$ cat config.mk
export PLATFORM = sky130hd
export DESIGN_NAME = btn_debounce_multi
export DESIGN_NICKNAME = d
export VERILOG_FILES = /design/src/rtl/btn_debounce_multi_pkg.sv /design/src/rtl/btn_debounce_multi_ch.sv /design/src/rtl/btn_debounce_multi.sv
export SDC_FILE = /design/constraint.sdc
export NUM_CORES = 1
export LEC_CHECK = 0
export CORE_UTILIZATION = 48
export CTS_CLUSTER_SIZE = 24
export DETAILED_ROUTE_END_ITERATION = 8
export PLACE_DENSITY = 0.66
export SYNTH_ARGS = -nofsm -noshare
export SYNTH_HDL_FRONTEND = slang
export SYNTH_SLANG_ARGS = --single-unit
$ cat constraint.sdc
create_clock -name clk_100Mhz -period 2.4 [get_ports clk_100Mhz]
set_clock_uncertainty 0.15 [all_clocks]
set_input_delay 0.24 -clock clk_100Mhz [delete_from_list [all_inputs] [get_ports clk_100Mhz]]
set_output_delay 0.24 -clock clk_100Mhz [all_outputs]
set_load 0.02 [all_outputs]
$ cat src/rtl/btn_debounce_multi_pkg.sv
// btn_debounce_multi_pkg: hold FSM encodings and a width helper for the button conditioner
package btn_debounce_multi_pkg;
  typedef enum logic [1:0] {IDLE = 2'd0, PRESS = 2'd1, LONG = 2'd2} hold_state_t;
  function automatic int clog2(input int n);
    int w;
    w = 0;
    while ((1 << w) < n) w++;
    return (w < 1) ? 1 : w;
  endfunction
endpackage

$ cat src/rtl/btn_debounce_multi_ch.sv
// btn_debounce_ch: one channel of sync, stability filter, edge detect and hold/repeat FSM
module btn_debounce_ch
  import btn_debounce_multi_pkg::*;
#(
  parameter int STABLE_TICKS = 10,
  parameter int LONG_TICKS   = 1000,
  parameter int REPEAT_TICKS = 200,
  parameter int REPEAT_EN    = 1
) (
  input  logic clk_100Mhz,
  input  logic rst,
  input  logic tick,
  input  logic raw,
  output logic level,
  output logic rise,
  output logic fall,
  output logic long_pulse,
  output logic press
);
  localparam int SW = clog2(STABLE_TICKS + 1);
  localparam int HW = clog2(LONG_TICKS);
  localparam int RW = clog2(REPEAT_TICKS);
  logic sync0, sync1, flip, long_hit, rep_hit;
  logic [SW-1:0] stab_cnt;
  logic [HW-1:0] hold_cnt;
  logic [RW-1:0] rep_cnt;
  hold_state_t state, state_nxt;
  always_comb begin
    flip      = (sync1 != level) && tick && (stab_cnt == SW'(STABLE_TICKS - 1));
    long_hit  = (state == PRESS) && tick && (hold_cnt == HW'(LONG_TICKS - 1));
    rep_hit   = (state == LONG) && tick && (rep_cnt == RW'(REPEAT_TICKS - 1));
    state_nxt = !level ? IDLE : (state == IDLE) ? PRESS : long_hit ? LONG : state;
  end
  always_ff @(posedge clk_100Mhz)
    state <= !rst ? IDLE : state_nxt;
  always_ff @(posedge clk_100Mhz) begin
    if (!rst) begin
      sync0      <= 1'b0;
      sync1      <= 1'b0;
      level      <= 1'b0;
      stab_cnt   <= '0;
      hold_cnt   <= '0;
      rep_cnt    <= '0;
      rise       <= 1'b0;
      fall       <= 1'b0;
      long_pulse <= 1'b0;
      press      <= 1'b0;
    end else begin
      sync0      <= raw;
      sync1      <= sync0;
      level      <= flip ? sync1 : level;
      stab_cnt   <= (sync1 == level || flip) ? '0 : tick ? stab_cnt + 1'b1 : stab_cnt;
      hold_cnt   <= (state_nxt != PRESS) ? '0 : (state == PRESS && tick) ? hold_cnt + 1'b1 : hold_cnt;
      rep_cnt    <= (state_nxt != LONG || rep_hit) ? '0 : (state == LONG && tick) ? rep_cnt + 1'b1 : rep_cnt;
      rise       <= flip & sync1;
      fall       <= flip & ~sync1;
      long_pulse <= level & long_hit;
      press      <= (flip & sync1) | ((REPEAT_EN != 0) & level & (long_hit | rep_hit));
    end
  end
endmodule

$ cat src/rtl/btn_debounce_multi.sv
// btn_debounce_multi: shared sample-tick prescaler feeding N_CH independent button conditioners
module btn_debounce_multi
  import btn_debounce_multi_pkg::*;
#(
  parameter int N_CH         = 4,
  parameter int TICK_DIV     = 100000,
  parameter int STABLE_TICKS = 10,
  parameter int LONG_TICKS   = 1000,
  parameter int REPEAT_TICKS = 200,
  parameter int REPEAT_EN    = 1
) (
  input  logic            clk_100Mhz,
  input  logic            rst,
  input  logic [N_CH-1:0] btn_in,
  output logic [N_CH-1:0] btn_level,
  output logic [N_CH-1:0] btn_rise,
  output logic [N_CH-1:0] btn_fall,
  output logic [N_CH-1:0] btn_long,
  output logic [N_CH-1:0] btn_press,
  output logic            tick
);
  localparam int DW = clog2(TICK_DIV);
  logic [DW-1:0] cnt, cnt_nxt;
  assign cnt_nxt = (cnt == DW'(TICK_DIV - 1)) ? '0 : cnt + 1'b1;
  always_ff @(posedge clk_100Mhz) begin
    cnt  <= !rst ? '0 : cnt_nxt;
    tick <= rst && (cnt_nxt == DW'(TICK_DIV - 1));
  end
  for (genvar i = 0; i < N_CH; i++) begin : g_ch
    btn_debounce_ch #(
      .STABLE_TICKS(STABLE_TICKS),
      .LONG_TICKS  (LONG_TICKS),
      .REPEAT_TICKS(REPEAT_TICKS),
      .REPEAT_EN   (REPEAT_EN)
    ) u_ch (
      .clk_100Mhz(clk_100Mhz),
      .rst       (rst),
      .tick      (tick),
      .raw       (btn_in[i]),
      .level     (btn_level[i]),
      .rise      (btn_rise[i]),
      .fall      (btn_fall[i]),
      .long_pulse(btn_long[i]),
      .press     (btn_press[i])
    );
  end
endmodule
# == After elaboration in Yosys (flattened, before gate mapping) ==
# Cells that the tools add are included.
# word_totals
register_bits,142
in_bits,6
out_inout_bits,21
# classes
add_sub_neg,13
eq_ne,38
mux,13
bitwise,29
n_reduce_logical,49
# op_table
cell,count
$add A10 B1 Y10 const B,4
$eq A10 B10 Y1 const B,4
$eq A17 B17 Y1 const B,2
$add A8 B1 Y8 const B,4
$eq A8 B8 Y1 const B,4
$logic_and A1 B1 Y1,25
$mux W2,12
$reduce_or A2 Y1,12
$add A17 B1 Y17 const B,1
$mux W17,1
$add A4 B1 Y4 const B,4
$and A1 B1 Y1,16
$eq A4 B4 Y1 const B,4
$eq A2 B1 Y1 const B,4
$eq A2 B2 Y1 const B,4
$logic_not A2 Y1,4
$logic_or A1 B1 Y1,8
$ne A2 B1 Y1 const B,4
$ne A2 B2 Y1 const B,4
$or A1 B1 Y1,8
$not A1 Y1,5
$eq A1 B1 Y1,4
$ne A1 B1 Y1,4

# == Longest topological paths before layout ==
# logic_depth
ltp_word,9
mapped_depth,7

# == Cells and area by module ==
# From an unflattened synthesis, not the netlist that was laid out.
# unflattened
cells_unflattened,713
hier_area_um2,6632.6
# by_module_without_submodules
mod,instances,cells_per_inst,area_per_inst_um2,seq_area_each_um2
btn_debounce_ch,4,150,1400.1,620.6
btn_debounce_multi,1,113,1032.2,360.3

# == Worst setup path before layout ==
# Ideal clock, no wire load.
# synth_path
path_kind,register -> register
from,reg tick
to,reg g_ch[0].u_ch.rep_cnt[1]
setup_ns,0.066
t_arrival_ns,1.740
t_required_ns,2.184
path_slack_ns,0.444
path_stages_with_launch,8
path_buffers,2
path_cell_list,dfxtp_1 -> buf_4 -> nand3b_2 -> nor4_4 -> nor2_2 -> or3_1 -> buf_6 -> a21oi_2
# synth_via
elab_chain_cells,8
elab_cells_between_ends,10
cone_classes,eq/ne: 1; mux: 3; reduce/logical: 6
# synth_rtl
item,line_no,source
start: declaration,btn_debounce_multi.sv:20,output logic tick
start signal: assignment,btn_debounce_multi.sv:27,tick <= rst && (cnt_nxt == DW'(TICK_DIV - 1));
$logic_and A1 B1 Y1 (2 in series),btn_debounce_multi_ch.sv:30,long_hit = (state == PRESS) && tick && (hold_cnt == HW'(LONG_TICKS - 1));
$mux W2 (3 in series),btn_debounce_multi_ch.sv:32,state_nxt = !level ? IDLE : (state == IDLE) ? PRESS : long_hit ? LONG : state;
$ne A2 B2 Y1,btn_debounce_multi_ch.sv:54,rep_cnt <= (state_nxt != LONG || rep_hit) ? '0 : (state == LONG && tick) ? rep_cnt + 1'b1 : rep_cnt;
$logic_or A1 B1 Y1,btn_debounce_multi_ch.sv:54,
$reduce_or A2 Y1 (no line),n/a,
end signal: assignment,btn_debounce_multi_ch.sv:54,
end: declaration,btn_debounce_multi_ch.sv:26,logic [RW-1:0] rep_cnt;
# Several ways; a longest one is shown, not always the timed one.
# A chain may end at the register's enable or synchronous reset.

# == Final worst setup path ==
# layout_path
from,reg cnt[0]
to,reg tick
# layout_via
elab_chain_cells,4
elab_cells_between_ends,5
cone_classes,add/sub: 1; eq/ne: 2; mux: 1; reduce/logical: 1
# layout_rtl
item,line_no,source
start: declaration,btn_debounce_multi.sv:23,"logic [DW-1:0] cnt, cnt_nxt;"
start signal: assignment,btn_debounce_multi.sv:26,cnt <= !rst ? '0 : cnt_nxt;
$add A17 B1 Y17 or $eq A17 B17 Y1 (tied branches),btn_debounce_multi.sv:24,assign cnt_nxt = (cnt == DW'(TICK_DIV - 1)) ? '0 : cnt + 1'b1;
$mux W17 (*),btn_debounce_multi.sv:24,
$eq A17 B17 Y1 (*),btn_debounce_multi.sv:27,
$logic_and A1 B1 Y1 (*),btn_debounce_multi.sv:27,
# Every way passes the cells marked *; elsewhere a longest branch is shown, timed or not.

==> impl_metrics.toml <==
[final_layout]
area_growth_pct = 13.1
finalInstanceArea_um2 = 7230
antennaDiodeCount = 0
drive_above_1_share_pct = 9.00
num-nets-final = 734

[setup_path]
r2r_start = "cnt[0]$_SDFF_PN0_"
crit_required_ns = 2.56
critPathMaxStageDelay_ns = 0.40
cp.arrival_ns = 2.31
path_cells = "ha_1 -> nand4_1 -> nor4_1 -> xor2_1 -> o2111ai_1 -> a211oi_2"
worstRegToRegCells = 6
worstPathMaxFanout = 4
start_kind = "flop"
crit_path_top_delay_cell = "dfxtp_1"
worstSetupStartpoint = "cnt[0]$_SDFF_PN0_"
setup.worst_path.end = "tick$_DFF_P_"
r2r-end = "tick$_DFF_P_"
reg2reg_slack_ns = 0.26
critPathKind = "reg -> reg"
end_kind = "flop"

[die]
start_util_pct = 50.0
pin_count = 27
core_area_um2 = 12800
fp.dieW_um = 117
die_h_um = 117
rows = 41
die-area_um2 = 13800

[routing]
final_antenna_net_count = 0
wirelength_um = 10800
drt_iter0_drc = 231
top_layer = "met4"
via_count = 4485
wl_met2_um = 5190
dr.pass1.iters = 4
routed-wl-met3_um = 282
drc = 0
wl_per_cell_um = 12.1
met1Wirelength_um = 5210
viasPerCell = 5.02

[global_routing]
grt-ovfl-total = 0
grt_max_degree = 39
grt_pass1_wl_um = 19700
grt_usage_pct = 17.4
antenna_found_initial = 0
grt_pass1_vias = 4470

[cts]
cts_resized = 0
clkSinkCount = 142
post_cts_buffers = 0
h-tree-depth = 4
clk_pin_slew_ns = 0.05
clk_latency_ns = 0.41
cts-buffers-inserted = 17
clk_path_buf_depth = 2
cts_hold_buf = 0
cts_tree = "yes"
cts_root_buf = "clkbuf_16"

[logic_synthesis]
synth_top_area_cell = "dfxtp_1"
ys_async_sr_fraction_pct = 0
ys_top_cells_by_count = "dfxtp_1 (142), nor2_1 (117), xor2_1 (58), nand2_1 (55), xnor2_1 (33)"
synth_top_area_share_pct = 44.5
avgSynthCellArea_um2 = 9.16
synthDistinctLibCells = 56
syn_area_um2 = 6390
synth-seq-cells = 142
synthMostInstantiatedCell = "dfxtp_1"
synthTopCellsByArea = "dfxtp_1 (45%), xor2_1 (8.0%), nor2_1 (6.9%), xnor2_1 (4.5%), ha_1 (3.3%)"
ys.warnings.count = 0
syn_inst = 697
ys_seq_area_share_pct = 44.5
synth_ff_type = "dfxtp_1"
synth_nets = 720
synth_edf_count = 0

[power_and_ir_drop]
ir_drop_v = 0.000469
design_power_total_uw = 4850
p_leak_uw = 0.00256
powerDensity_nw_per_um2 = 671
combPwrFrac_pct = 0.8
p_sw_uw = 941
p_sw_share_pct = 19.4
p_clk_share_pct = 50.1
intPower_uw = 3900
p_seq_share_pct = 49.1

[timing]
drv_slew = 0
final.period_utilization_pct = 89.2
min_period_ns = 2.14
tightestPinTransition_ns = 0.440
holdWs_ns = 0.261
max_freq_mhz = 467
fin_setup_tns_ns = 0
relSlewSlack_pct = 70.6
finalSetupViolations = 0
rsz0062_at_grt = "no"
hold_viol_final = 0

[placement]
placed_cell_area_um2 = 6670
io_buffers = 26
dp_hpwl_um = 7700
place_congestion = 0.780

[min_path]
hold_class = "in -> reg"
min_path_cells = 2

[status]
status = "finished clean"

[run]
maxCapViolCount = 0
[critical path: cells and delay by family (launching register included)]
| kind | cells | cell delay, ns |
|---|---|---|
| and+or+nand+nor | 2 | 0.59 |
| AOI/OAI and AO/OA | 2 | 0.44 |
| DFF | 1 | 0.40 |
| adders and majority gates | 1 | 0.25 |
| xor gates and xnor gates | 1 | 0.20 |
[cell usage in the layout, fill, tap and decap left out, drive strengths merged, types with 21 or more instances in the layout]
cell type      count
dfxtp            142
nor2             123
xor2              58
nand2             57
xnor2             33
nand4             29
clkdlybuf4s50     26
clkbuf            24
and3              21
[per-stage QoR]
| stage | setup WS (ns) | std cells | util (%) |
|---|---|---|---|
| after floorplan | 0.444 | 697 | - |
| after global placement | 0.315 | 864 | 52.2 |
| after detailed placement | 0.264 | 864 | 52.2 |
| after CTS | 0.228 | 894 | 56.6 |
| after global routing | 0.140 | 894 | 56.6 |
| final | 0.258 | 894 | 56.6 |
[sequential cells by signal, indices dropped and copies added (netlist names), 8 cells and up]
signal / count
g_ch.u_ch.hold_cnt: 40
cnt: 17
g_ch.u_ch.state: 8
g_ch.u_ch.stab_cnt: 16
g_ch.u_ch.rep_cnt: 32
[cell type report]
class	instances	area, um^2
flip-flops and latches	142	2840
multi-input cells	509	3270
clock inverters	6	60.1
inverters	7	26.3
well taps	172	215
clock buffers	24	492
repair buffers	34	320
fillers	1121	5550
[logic make-up (layout without fill, tap and decap cells)]
logic type,count (synthesis),in the layout,share of synthesized area (%)
buffers and inverters,46,71,4.31
AND/OR/NAND/NOR,356,356,30.3
adder cells (fa/ha/maj),17,17,3.33
AO/OA/AOI/OAI,36,36,3.64
multiplexers,9,9,1.41
XOR/XNOR,91,91,12.5
flip-flops,142,142,44.5
[routing by layer]
metal	global-route usage, %	vias to the layer above
met2	28.9	34
met3	5.06	10
met4	7.55	0
met1	20.9	2069
met5	0	-
li1	-	2372
[power by group through the flow]
stage,sequential [uW],combinational (uW),clock [uW]
after CTS,2380,41.5,2500
after detailed placement,2430,41.2,0
after global placement,2430,40.8,0
after floorplan,2430,25.2,0
final,2380,40.6,2430
after global routing,2380,46.0,2610
[worst min path at each step]
stage / start / endpoint
finish: btn_in[2] / g_ch[2].u_ch.sync0$_SDFF_PN0_
global route: btn_in[2] / g_ch[2].u_ch.sync0$_SDFF_PN0_
CTS: btn_in[2] / g_ch[2].u_ch.sync0$_SDFF_PN0_
detailed placement: g_ch[3].u_ch.sync0$_SDFF_PN0_ / g_ch[3].u_ch.sync1$_SDFF_PN0_
global placement: g_ch[3].u_ch.sync0$_SDFF_PN0_ / g_ch[3].u_ch.sync1$_SDFF_PN0_
floorplan: btn_in[0] / g_ch[0].u_ch.sync0$_SDFF_PN0_
No activity file was read; power rests on OpenSTA's default activity.
